--- src/rtl/uart_word_tx.sv ---
// uart_word_tx: queues 32-bit words in a small FIFO and sends each one as
// four UART bytes, least-significant byte first. Every byte has a start bit,
// eight data bits (LSB first) and a stop bit.
//
// Optional feature macro: UART_TX_PARITY_EN. When it is defined, an even
// parity bit (XOR of the eight data bits) goes between the last data bit and
// the stop bit. When it is undefined, frames are plain 8N1.
//
// Handshake: the producer holds wdata stable while wvalid is high. A word is
// accepted at a rising clock edge when wvalid && wready are both high.
// wready is !full and comes straight from the occupancy count. A push into a
// full FIFO is refused, even if the FSM pops in the same cycle.
//
// state_dbg exposes the FSM state encoding:
// 0 = IDLE, 1 = START, 2 = DATA, 3 = PARITY, 4 = STOP.

module uart_word_tx #(
  parameter int CLKS_PER_BIT = 868,
  parameter int FIFO_DEPTH   = 8
) (
  input  logic                          clk,
  input  logic                          rstn,
  input  logic [31:0]                   wdata,
  input  logic                          wvalid,
  output logic                          wready,
  output logic                          txd,
  output logic                          busy,
  output logic [$clog2(FIFO_DEPTH):0]   fifo_count,
  output logic [2:0]                    state_dbg
);

  localparam int AW = $clog2(FIFO_DEPTH);
  localparam int BW = (CLKS_PER_BIT > 1) ? $clog2(CLKS_PER_BIT) : 1;
  localparam logic [BW-1:0] BAUD_LAST  = BW'(CLKS_PER_BIT - 1);
  localparam logic [AW:0]   FULL_COUNT = (AW + 1)'(FIFO_DEPTH);

  typedef enum logic [2:0] {
    S_IDLE   = 3'd0,
    S_START  = 3'd1,
    S_DATA   = 3'd2,
`ifdef UART_TX_PARITY_EN
    S_PARITY = 3'd3,
`endif
    S_STOP   = 3'd4
  } state_t;

  // FIFO storage and bookkeeping
  logic [31:0]   mem [FIFO_DEPTH];
  logic [AW-1:0] wr_ptr;
  logic [AW-1:0] rd_ptr;
  logic [AW:0]   count_q;
  logic [AW:0]   count_n;
  logic          full;
  logic          empty;
  logic          push;
  logic          pop;

  // Transmit FSM
  state_t        state;
  state_t        state_n;
  logic [BW-1:0] baud;
  logic [BW-1:0] baud_n;
  logic [2:0]    bit_idx;
  logic [2:0]    bit_n;
  logic [1:0]    byte_idx;
  logic [1:0]    byte_n;
  logic [31:0]   shift;
  logic          tx_bit;
  logic          baud_done;

`ifdef UART_TX_PARITY_EN
  logic [7:0]    cur_byte;
  assign cur_byte = shift[{byte_idx, 3'b000} +: 8];
`endif

  assign full       = (count_q == FULL_COUNT);
  assign empty      = (count_q == '0);
  assign wready     = !full;
  assign push       = wvalid && !full;
  assign fifo_count = count_q;
  assign busy       = (state != S_IDLE) || (count_q != '0);
  assign state_dbg  = state;
  assign baud_done  = (baud == BAUD_LAST);

  // FIFO data array; words are written on accepted pushes only
  always_ff @(posedge clk) begin
    if (push) begin
      mem[wr_ptr] <= wdata;
    end
  end

  // Occupancy: a simultaneous push and pop leaves the count unchanged
  always_comb begin
    count_n = count_q;
    case ({push, pop})
      2'b10:   count_n = count_q + (AW + 1)'(1);
      2'b01:   count_n = count_q - (AW + 1)'(1);
      default: count_n = count_q;
    endcase
  end

  // FIFO pointers and count; the pointers wrap because the depth is a power of two
  always_ff @(posedge clk or negedge rstn) begin
    if (!rstn) begin
      wr_ptr  <= '0;
      rd_ptr  <= '0;
      count_q <= '0;
    end else begin
      if (push) begin
        wr_ptr <= wr_ptr + AW'(1);
      end
      if (pop) begin
        rd_ptr <= rd_ptr + AW'(1);
      end
      count_q <= count_n;
    end
  end

  // Next-state logic, counters, pop request and the bit value for the txd flop
  always_comb begin
    state_n = state;
    baud_n  = baud;
    bit_n   = bit_idx;
    byte_n  = byte_idx;
    pop     = 1'b0;
    tx_bit  = 1'b1;
    case (state)
      S_IDLE: begin
        tx_bit = 1'b1;
        if (!empty) begin
          pop     = 1'b1;
          state_n = S_START;
          byte_n  = 2'd0;
          baud_n  = '0;
        end
      end
      S_START: begin
        tx_bit = 1'b0;
        if (baud_done) begin
          baud_n  = '0;
          bit_n   = 3'd0;
          state_n = S_DATA;
        end else begin
          baud_n = baud + BW'(1);
        end
      end
      S_DATA: begin
        tx_bit = shift[{byte_idx, bit_idx}];
        if (baud_done) begin
          baud_n = '0;
          if (bit_idx == 3'd7) begin
`ifdef UART_TX_PARITY_EN
            state_n = S_PARITY;
`else
            state_n = S_STOP;
`endif
          end else begin
            bit_n = bit_idx + 3'd1;
          end
        end else begin
          baud_n = baud + BW'(1);
        end
      end
`ifdef UART_TX_PARITY_EN
      S_PARITY: begin
        tx_bit = ^cur_byte;
        if (baud_done) begin
          baud_n  = '0;
          state_n = S_STOP;
        end else begin
          baud_n = baud + BW'(1);
        end
      end
`endif
      S_STOP: begin
        tx_bit = 1'b1;
        if (baud_done) begin
          baud_n = '0;
          if (byte_idx != 2'd3) begin
            byte_n  = byte_idx + 2'd1;
            state_n = S_START;
          end else if (!empty) begin
            // Chain straight into the next word with no idle gap
            pop     = 1'b1;
            byte_n  = 2'd0;
            state_n = S_START;
          end else begin
            state_n = S_IDLE;
          end
        end else begin
          baud_n = baud + BW'(1);
        end
      end
      default: begin
        state_n = S_IDLE;
        baud_n  = '0;
        bit_n   = 3'd0;
        byte_n  = 2'd0;
      end
    endcase
  end

  // State, counters, the word register and the txd flop. txd trails the
  // state by one clock, so every bit on the line still lasts CLKS_PER_BIT cycles.
  always_ff @(posedge clk or negedge rstn) begin
    if (!rstn) begin
      state    <= S_IDLE;
      baud     <= '0;
      bit_idx  <= 3'd0;
      byte_idx <= 2'd0;
      shift    <= '0;
      txd      <= 1'b1;
    end else begin
      state    <= state_n;
      baud     <= baud_n;
      bit_idx  <= bit_n;
      byte_idx <= byte_n;
      txd      <= tx_bit;
      if (pop) begin
        shift <= mem[rd_ptr];
      end
    end
  end

endmodule

--- config.mk ---
export PLATFORM = sky130hd
export DESIGN_NAME = uart_word_tx
export DESIGN_NICKNAME = d
export VERILOG_FILES = /design/src/rtl/uart_word_tx.sv
export SDC_FILE = /design/constraint.sdc
export NUM_CORES = 1
export LEC_CHECK = 0
export ABC_AREA = 1
export BUFFER_PORTS_ARGS = -buffer_cell sky130_fd_sc_hd__buf_2
export CAP_MARGIN = 20
export CORE_ASPECT_RATIO = 0.8
export CORE_UTILIZATION = 40
export CTS_BUF_LIST = sky130_fd_sc_hd__clkbuf_8 sky130_fd_sc_hd__clkbuf_16
export CTS_CLUSTER_DIAMETER = 40
export DETAILED_ROUTE_END_ITERATION = 10
export PLACE_DENSITY = 0.67
export SLEW_MARGIN = 0
export SYNTH_ARGS = -nofsm -noshare
export SYNTH_HDL_FRONTEND = slang
export SYNTH_SLANG_ARGS = --single-unit
--- constraint.sdc ---
create_clock -name clk -period 3.3 [get_ports clk]
set_clock_uncertainty 0.1 [all_clocks]
set_input_delay 0.495 -clock clk [delete_from_list [all_inputs] [get_ports clk]]
set_output_delay 0.495 -clock clk [all_outputs]
set_load 0.005 [all_outputs]
==> results of run 1 <==
==> power groups by stage <==
stage	logic [mW]	registers [mW]	clock network, mW
after floorplan	0.465	5.06	0
after global placement	0.919	5.06	0
after detailed placement	0.943	5.07	0
after CTS	0.947	4.99	4.03
after global routing	1.04	5.03	4.20
final	0.932	4.99	3.96
==> cell usage in the layout, fill, tap and decap left out, drive strengths merged <==
master,Yosys,final
clkbuf,25,43
dfstp,1,1
dfrtp,60,60
or2,1,1
nor2,153,153
mux2i,1,1
dlygate4sd3,0,1
buf,35,67
xor2,6,6
nand4,4,4
xnor2,1,1
a21oi,6,6
nand2,279,279
clkinv,1,7
o211ai,2,2
nor3,9,9
o22ai,64,64
o21ai,147,147
ha,9,9
clkinvlp,0,4
inv,34,49
nand3,41,41
fa,1,1
nor3b,1,1
edfxtp,256,256
==> layout make-up <==
type | count | share of cell area [%]
Multi-Input combinational cell | 725 | 22.74
Inverter | 35 | 0.9178
Tap cell | 420 | 3.504
Clock inverter | 25 | 1.126
Sequential cell | 317 | 61.49
Clock buffer | 43 | 6.875
Timing Repair Buffer | 68 | 3.354
==> per-stage QoR <==
stage | instances | hold slack, ns | total power, mW | worst slack (ns) | util, %
after detailed placement | 1564 | 0.3659 | 6.014 | 0.7583 | 43.47
final | 1633 | 0.1322 | 9.883 | 0.7574 | 47.29
after global placement | 1564 | 0.3642 | 5.977 | 0.7785 | 43.47
after CTS | 1633 | 0.1177 | 9.975 | 0.7480 | 47.29
after floorplan | 1137 | 0.09941 | 5.527 | 0.4246 | -
after global routing | 1633 | 0.1254 | 10.26 | 0.4270 | 47.29
==> cells by family after synthesis <==
group | after synthesis | share of synthesized area (%)
multiplexers | 1 | 0.07706
AO/OA/AOI/OAI | 219 | 9.122
buffers and inverters | 95 | 3.275
flip-flops | 317 | 70.94
adder cells (fa/ha/maj) | 10 | 1.021
XOR/XNOR | 7 | 0.4720
AND/OR/NAND/NOR | 488 | 15.09
==> worst max path at each step <==
stage | endpoint | slack (ns) | cells past startpoint
6_report | fifo_count[3] | 0.76 | 16
4_1_cts | fifo_count[3] | 0.75 | 16
3_3_place_gp | fifo_count[3] | 0.78 | 16
3_5_place_dp | fifo_count[3] | 0.76 | 16
2_1_floorplan | mem[0][0] | 0.42 | 5
5_1_grt | fifo_count[3] | 0.43 | 16
==> routing by layer <==
layer	wire length, um	part of all wire (%)	vias to the layer above
met2	12780	43	234
met1	14300	48	4179
met4	633	2.1	0
li1	-	-	4084
met3	1874	6.3	48
met5	0	0	-
==> worst max-delay path: cells and delay by family (launching register included) <==
kind                     cells  cell delay, ns
AO/OA/AOI/OAI                1            0.16
XOR/XNOR                     1            0.14
adder cells (fa/ha/maj)      3            0.63
buffers and inverters        2            0.13
flip-flops                   1            0.38
AND/OR/NAND/NOR              9            0.89
==> flip-flops by register name, indices dropped and copies added, names as in the netlist <==
signal and cells:
state_dbg 3, bit_idx 3, fifo_count 4, shift 32, byte_idx 2, mem 256, baud 10, txd 1
wr_ptr 3, rd_ptr 3
==> metrics.txt, run 1 <==
run status=completed; number of global-route vias before repair=8230; Worst Tran Pin Value=0.8667 ns; Total GRT Usage=18.35%; Max Root-Sink Buffers=3; Worst path max stage delay=0.38 ns; VDD IR max=0.0004873 V; post-synth cell types=34; PostCTS Resize Cnt=0; Post-DRT Antenna Nets=0; 1st-pass router iterations=5; Yosys Warn Count=0; Initial Utilization=40.96%; CP Capture Type=flip-flop; P per Cell Area=659.1 mW/mm2; hold_sp=wdata[14]; Worst R2R Start=baud[0]; worst skew pair latency=0.54 ns; Int Pwr=7.403 mW; Critical-path top delay cell=dfrtp_1; DR vias/cell=5.233; Clock power frac=40.1%; H-Tree Depth=2; io pins=45; post-synth top area share=59.18%; DP Area=0.01379 mm2; Max FO, Critical Path=5; top_reg_cell synth=edfxtp_1; # hold bufs at CTS=1; multi-input gate area in the final layout=0.003410 mm2; Critical path origin=baud[0]; FF-to-FF End=fifo_count[3]; Hold EP=mem[3][14]; post-synthesis cell area=0.01299 mm2; max-slew violation count=0; Root Buffer=clkbuf_16; RSZ-0062 raised after global routing=no; Final period util=77.05%; Nets=1229; first-pass GRT wire length=46710 um; hold violation total from the final report=0; critical-path cell list=ha_1 -> inv_1 -> nor3_1 -> nand3_2 -> nand2_2 -> nand3_4 -> clkinv_4 -> ha_1 -> ha_1 -> nand2_1 -> nand2_1 -> a21oi_1 -> nor2_1 -> nor2_1 -> nand2_1 -> xor2_1; CTS Sinks=317; CORE AREA=0.03171 mm2; Worst EP required=3.60 ns; CTS tree=yes; startpoint types=flip-flop; most common cell in the netlist=nand2_1; Post-Syn Instances=1137; min Tclk post-route=2.543 ns; largest cells by area after synthesis=edfxtp_1 (59%), dfrtp_1 (12%), nand2_1 (8.0%); final global-route overflow total=0; Yosys reg bits=317; EDFF count, synth=256; Sw Share=25.09%; site row count=58; Syn Area/Cell=11.42 um2; IO buf count=44; busiest grt layer=met1; DIE WIDTH=203.5 um; max frequency=0.3933 GHz; Flop pwr share=50.5%; Leak=5.549 nW; DR vias=8545; Fill cells=2839; DRC Markers=0; cells on worst reg2reg path=16; setup TNS=0 ns; largest net degree at the start of global routing=79; switching power total=2.480 mW; design area=0.01500 mm2; most frequent cells after synthesis=nand2_1 (277), edfxtp_1 (256), nor2_1 (150); Crit Path Category=flip-flop to flip-flop; 1st-iter DRT viols=594; Hold Path Depth=1; Layout area overhead=15.44%; HP Class=input port to flip-flop; met2 GRT Util=27.18%; antenna violations before repair=0; Combinational Power Share=9.4%; CP arrival=2.85 ns; final WL=29590 um; post-CTS setup buffers=0; total CTS buffers=37; HPWL Detailed=16920 um; GR met1 Demand/Resource=27.28%; Post-Synthesis Net Count=1182; routed len/inst=18.12 um; met3 GRT Util=3.252%; # setup viols final=0; Relative slew margins=42.15%; Clock transition at path regs=0.07 ns; post-synth top area cell=edfxtp_1; RePlAce Congestion=0.7895; max-cap violations=0; share of cells above drive strength 1=12.94%; register area=0.009220 mm2; Synth async-reset ratio=19.24%; r2r setup slk=0.76 ns; Die Y=163.2 um; full die area=0.03320 mm2; Antenna Cells=0; part of the Yosys area used for sequential elements=70.94%
No activity file was read; power rests on OpenSTA's default activity.
==> inputs of run 2 (changes only) <==
--- a/config.mk
+++ b/config.mk
@@ -5,7 +5,7 @@
 export SDC_FILE = /design/constraint.sdc
 export NUM_CORES = 1
 export LEC_CHECK = 0
-export ABC_AREA = 1
+export ABC_AREA = 0
 export BUFFER_PORTS_ARGS = -buffer_cell sky130_fd_sc_hd__buf_2
 export CAP_MARGIN = 20
 export CORE_ASPECT_RATIO = 0.8
@@ -13,7 +13,7 @@
 export CTS_BUF_LIST = sky130_fd_sc_hd__clkbuf_8 sky130_fd_sc_hd__clkbuf_16
 export CTS_CLUSTER_DIAMETER = 40
 export DETAILED_ROUTE_END_ITERATION = 10
-export PLACE_DENSITY = 0.67
+export PLACE_DENSITY = 0.68
 export SLEW_MARGIN = 0
 export SYNTH_ARGS = -nofsm -noshare
 export SYNTH_HDL_FRONTEND = slang
==> constraint.sdc (replaced) <==
create_clock -name clk -period 2.5 [get_ports clk]
set_clock_uncertainty 0.1 [all_clocks]
set_input_delay 0.375 -clock clk [delete_from_list [all_inputs] [get_ports clk]]
set_output_delay 0.375 -clock clk [all_outputs]
set_load 0.005 [all_outputs]
==> metrics.txt, run 2 <==
Relative slew margins=60.84% (+19 points); DRC Markers=0 (unchanged); Antenna Cells=0 (unchanged); HP Class=input port to flip-flop; io pins=45 (unchanged); design area=0.01510 mm2 (+0.68%); stages on the worst setup path=12 (-4); most common cell after layout, fill and taps aside=edfxtp_1; Final period util=98.83% (+22 points); Nets=836 (-32%); Setup WS pre-CTS=-0.1092 ns (-0.8676 ns); final global-route overflow total=0 (unchanged); IO buf count=44 (unchanged); Yosys reg bits=317 (unchanged); most frequent cells in the layout=edfxtp_1 (256), mux4_2 (69), dfrtp_1 (57); largest cells by area after synthesis=edfxtp_1 (61%), mux4_2 (12%), dfrtp_1 (12%); Post-Synthesis Net Count=719 (-39%); 1st-iter DRT viols=449 (-24%); max frequency=0.4047 GHz (+2.9%); critical-path cell list=ha_2 -> and4b_1 -> nand4_1 -> a211o_2 -> inv_2 -> ha_4 -> ha_1 -> a21o_1 -> a21oi_2 -> xnor2_1 -> nor2_1 -> xor2_1; site row count=57 (-1.7%); Top Family by Delay on Critical Path=compound AO/OA/AOI/OAI gates; Total GRT Usage=15.88% (-2.5 points); largest register by flop count=mem; HPWL Detailed=14000 um (-17%); RePlAce Congestion=0.8384 (+6.2%); Die Y=160.6 um (-1.6%); Worst EP required=2.82 ns (-0.78 ns); routed len/inst=20.30 um (+12%); Final WS setup=0.02932 ns (-0.7281 ns); post-synthesis cell area=0.01258 mm2 (-3.1%); Layout area overhead=19.96%; first-pass GRT wire length=39460 um (-16%); total CTS buffers=30 (-19%); max-slew violation count=0 (unchanged); Clock transition at path regs=0.07 ns (about the same); cells on worst reg2reg path=12 (-4); min Tclk post-route=2.471 ns (-0.07188 ns); Non-Filler Instances=1228 (-25%); VDD IR max=0.0004870 V (about the same); Placed Instances=1143 (-27%); most frequent cells after synthesis=edfxtp_1 (256), mux4_2 (69), dfrtp_1 (60); EDFF count, synth=256 (unchanged); CP Capture Type=flip-flop; post-synth cell types=46 (+35%); final WL=24920 um (-16%); hold violation total from the final report=0 (unchanged); Hold Path Depth=1 (unchanged); max-cap violations=0 (unchanged); top_reg_cell synth=edfxtp_1; Worst Tran Pin Value=0.5874 ns (-0.2793 ns); CTS Sinks=317 (unchanged); largest registers=mem (256), shift (32), baud (10); post-synth top area share=61.09% (+1.9 points); Initial Utilization=41.04% (+0.075 points); 1st-pass router iterations=5 (unchanged); Post-DRT Antenna Nets=0 (unchanged); antenna violations before repair=0 (unchanged); RSZ-0062 raised after global routing=yes; Syn Area/Cell=18.67 um2 (+63%); run status=completed; P per Cell Area=829.8 mW/mm2 (+26%); DP Area=0.01378 mm2 (about the same); startpoint types=flip-flop; DIE WIDTH=200.3 um (-1.6%); CTS tree=yes; DR vias=6414 (-25%); setup TNS=0 ns (unchanged); Post-Syn Instances=674 (-41%); full die area=0.03218 mm2 (-3.1%); Max Root-Sink Buffers=3 (unchanged); Leak=5.239 nW (-5.6%); # setup viols final=0 (unchanged); DR vias/cell=5.223 (-0.18%); Synth async-reset ratio=19.24% (unchanged); Worst path max stage delay=0.36 ns (-0.02 ns); worst skew pair latency=0.56 ns (+0.02 ns); largest net degree at the start of global routing=66 (-16%); share of cells above drive strength 1=29.20% (+16 points); most common cell in the netlist=edfxtp_1; Critical-path top delay cell=dfrtp_1; CP arrival=2.79 ns (-0.06 ns); part of the Yosys area used for sequential elements=73.23% (+2.3 points); Max FO, Critical Path=2 (-3); CORE AREA=0.03067 mm2 (-3.3%); Tot Pwr=12.53 mW (+27%); Buf/Inv on CP=1 (-1); Crit Path Category=flip-flop to flip-flop; post-synth top area cell=edfxtp_1; Yosys Warn Count=0 (unchanged); max FFs per register=256 (unchanged); H-Tree Depth=1 (-1); Root Buffer=clkbuf_16; number of global-route vias before repair=6710 (-18%)
## run 2: cells by family after synthesis
logic type | share of synthesized area, %
and+or+nand+nor | 4.196
xor gates and xnor gates | 0.8351
AOI/OAI and AO/OA | 3.211
buffers and inverters | 1.491
DFF | 73.23
adders and majority gates | 1.054
muxes | 15.99
## run 2: through the flow
stage | hold slack [ns] | util [%]
CTS | 0.003089 | 49.20
detailed placement | 0.2256 | 44.93
global route | 0.01242 | 49.23
finish | 0.01466 | 49.23
floorplan | -0.02059 | -
global placement | 0.2251 | 44.93
## run 2: report_power, final
group          total [mW]  leakage (nW)  internal, mW  switching [mW]
registers            6.61          3.06          6.41           0.194
clock network        4.53         0.513          2.57            1.96
logic                1.38          1.67         0.553           0.832
total                12.5          5.24          9.54            2.99
## run 2: final cells by class
class	count	area (um2)
Timing Repair Buffer	118	1021
Clock buffer	35	819.5
Inverter	11	41.29
Multi-Input combinational cell	313	3293
Sequential cell	317	9221
Clock inverter	21	183.9
Tap cell	413	516.7
Fill cell	2552	15570
## run 2: worst register-to-register path, stage by stage, from the launching register on
cell and delay [ns]:
dfrtp_1 0.36, ha_2 0.18, and4b_1 0.22, nand4_1 0.10, a211o_2 0.32, inv_2 0.08, ha_4 0.12, ha_1 0.22
a21o_1 0.19, a21oi_2 0.13, xnor2_1 0.12, nor2_1 0.06, xor2_1 0.13
## run 2: path summary, 6_finish.rpt
kind                       startpoint       endpoint  slack [ns]
min reg2reg                 shift[16]      shift[16]        0.38
max in group asynchronous        rstn            txd        1.47
min in group asynchronous        rstn        baud[7]        0.20
min                         wdata[31]     mem[2][31]        0.01
max reg2reg                   baud[0]  fifo_count[3]        0.03
max                           baud[0]  fifo_count[3]        0.03
## run 2: metal layers
metal | part of all wire [%] | GRT usage (%) | up-vias
li1 | - | - | 2915
met4 | 1.4 | 3.053 | 0
met2 | 47 | 25.35 | 109
met5 | 0 | 0 | -
met3 | 3.4 | 2.212 | 28
met1 | 48 | 23.54 | 3362
## run 2: what timing repair did
item                                    in CTS  in global routing
resized for setup                            6                  2
endpoints found under the setup margin       3                  2
gates cloned                                 0                  0
pin swaps                                    4                  1
endpoints found under the hold margin      237                  0
hold buffers                                28                  0
buffers inserted                             0                  1
==> inputs of run 3 (changes only) <==
--- a/config.mk
+++ b/config.mk
@@ -13,7 +13,7 @@
 export CTS_BUF_LIST = sky130_fd_sc_hd__clkbuf_8 sky130_fd_sc_hd__clkbuf_16
 export CTS_CLUSTER_DIAMETER = 40
 export DETAILED_ROUTE_END_ITERATION = 10
-export PLACE_DENSITY = 0.68
+export PLACE_DENSITY = 0.7
 export SLEW_MARGIN = 0
 export SYNTH_ARGS = -nofsm -noshare
 export SYNTH_HDL_FRONTEND = slang
==> constraint.sdc (replaced) <==
create_clock -name clk -period 2.05 [get_ports clk]
set_clock_uncertainty 0.1 [all_clocks]
set_input_delay 0.3075 -clock clk [delete_from_list [all_inputs] [get_ports clk]]
set_output_delay 0.3075 -clock clk [all_outputs]
set_load 0.005 [all_outputs]
==> metrics.txt, run 3 (same netlist as run 2, synthesis figures left out) <==
largest registers=mem (256), shift (32), baud (10); worst skew pair latency=0.51 ns (-0.05 ns); 1st-iter DRT viols=544 (+21%); Core Util, Final=52.01% (+2.8 points); CORE AREA=0.03067 mm2 (unchanged); Int Pwr=12.37 mW (+30%); Antenna Cells=0 (unchanged); P per Cell Area=1017 mW/mm2 (+23%); Fill cells=2439 (-4.4%); Max FO, Critical Path=3 (+1); Initial Utilization=41.04% (unchanged); Die Y=160.6 um (unchanged); DR vias=6724 (+4.8%); Final period util=119.8% (+21 points); failing checks=negative setup slack; run status=finished with violations; Final WS setup=-0.4052 ns (-0.4345 ns); largest register by flop count=mem; site row count=57 (unchanged); startpoint types=flip-flop; DR vias/cell=5.216 (-0.13%); CTS tree=yes; final WL=25740 um (+3.3%); io pins=45 (unchanged); max-slew violation count=0 (unchanged); max FFs per register=256 (unchanged); min Tclk post-route=2.455 ns (-0.01546 ns); routed len/inst=19.97 um (-1.6%); first-pass GRT wire length=40000 um (+1.4%); Setup WS pre-CTS=-0.3899 ns (-0.2807 ns); hold violation total from the final report=0 (unchanged); final global-route overflow total=0 (unchanged); CP Capture Type=flip-flop; Relative slew margins=60.33% (-0.51 points); most common cell after layout, fill and taps aside=edfxtp_1; CTS Sinks=317 (unchanged); antenna violations before repair=0 (unchanged); switching power total=3.855 mW (+29%); Max Root-Sink Buffers=3 (unchanged); CP arrival=2.75 ns (-0.04 ns); DP Area=0.01410 mm2 (+2.4%); VDD IR max=0.0005913 V (+21%); Flop pwr share=49.6% (-3.1 points); Sw Share=23.76% (-0.093 points); HP Class=input port to async pin; Root Buffer=clkbuf_16; r2r setup slk=-0.41 ns (-0.43 ns); Nets=895 (+7.1%); multi-input gate area in the final layout=0.003385 mm2 (+2.8%); full die area=0.03218 mm2 (unchanged); Worst EP required=2.34 ns (-0.48 ns); IO buf count=44 (unchanged); Clock power frac=37.9% (+1.7 points); most frequent cells in the layout=edfxtp_1 (256), mux4_2 (69), buf_4 (62); number of global-route vias before repair=6896 (+2.8%); 1st-pass router iterations=4 (-1); Total GRT Usage=16.21% (+0.33 points); Min Hold Slack=0.1697 ns (+0.1550 ns); largest net degree at the start of global routing=66 (unchanged); setup TNS=-3.386 ns (-3.386 ns); HPWL Detailed=15500 um (+11%); total CTS buffers=35 (+17%); share of cells above drive strength 1=34.93% (+5.7 points); register area=0.009224 mm2 (about the same); DIE WIDTH=200.3 um (unchanged); # setup viols final=22 (+22); Clock transition at path regs=0.06 ns (about the same); Combinational Power Share=12.4% (+1.3 points); max frequency=0.4073 GHz (+0.63%); DRC Markers=0 (unchanged); Crit Path Category=flip-flop to flip-flop; Layout area overhead=26.73%; H-Tree Depth=2 (+1); RePlAce Congestion=0.7991 (-4.7%); Worst Tran Pin Value=0.5951 ns (+0.007685 ns); Leak=5.664 nW (+8.1%); Post-DRT Antenna Nets=0 (unchanged); design area=0.01595 mm2 (+5.6%); max-cap violations=0 (unchanged); RSZ-0062 raised after global routing=yes
[run 3: metal layers]
metal | wire length (um) | GRT usage (%) | share of wire [%]
met5 | 0 | 0 | 0
met4 | 378 | 3.921 | 1.5
met3 | 1033 | 3.024 | 4.0
met2 | 12160 | 25.39 | 47
met1 | 12170 | 23.60 | 47
[run 3: worst paths after layout]
check / depth (start not counted) / startpoint / to
worst max-delay path: 12 / baud[1] / fifo_count[3]
worst min-delay path: 2 / rstn / fifo_count[2]
worst max register to register: 12 / baud[1] / fifo_count[3]
worst min register to register: 2 / shift[20] / shift[20]
max in group asynchronous: 3 / rstn / rd_ptr[0]
min in group clk: 2 / shift[20] / shift[20]
[run 3: per-stage QoR]
stage,cells,power [mW]
floorplan,674,9.062
global placement,1168,9.962
detailed placement,1168,10.05
CTS,1273,16.32
global route,1289,16.84
finish,1289,16.22
[run 3: what timing repair did]
item,in CTS,in global routing
endpoints found under the setup margin,24,126
buffers inserted,8,17
endpoints found under the hold margin,272,0
hold buffers,34,0
pin swaps,9,8
cloned,0,1
gates resized for setup,21,17
[run 3: critical path, cell delays in order (launching register included)]
cell and delay [ns]:
dfrtp_1 0.35, ha_2 0.18, and4b_1 0.22, nand4_1 0.09, a211o_2 0.34, inv_4 0.07
ha_4 0.13, ha_1 0.22, a21o_1 0.17, a21oi_2 0.13, xnor2_1 0.13, nor2_1 0.07
xor2_1 0.14
[run 3: layout make-up]
class	instances	area share, %
clock buffer	39	6.048
clock inverter	24	1.232
inverter	11	0.2903
multi-input combinational	313	21.22
sequential	317	57.83
tap	413	3.240
timing repair buffer	172	10.14
[run 3: power groups by stage]
stage                     combinational [mW]  clock (mW)  sequential, mW
after detailed placement                1.87           0            8.17
after CTS                               1.97        6.30            8.06
after floorplan                        0.878           0            8.18
after global placement                  1.83           0            8.13
final                                   2.02        6.16            8.05
after global routing                    2.17        6.55            8.11
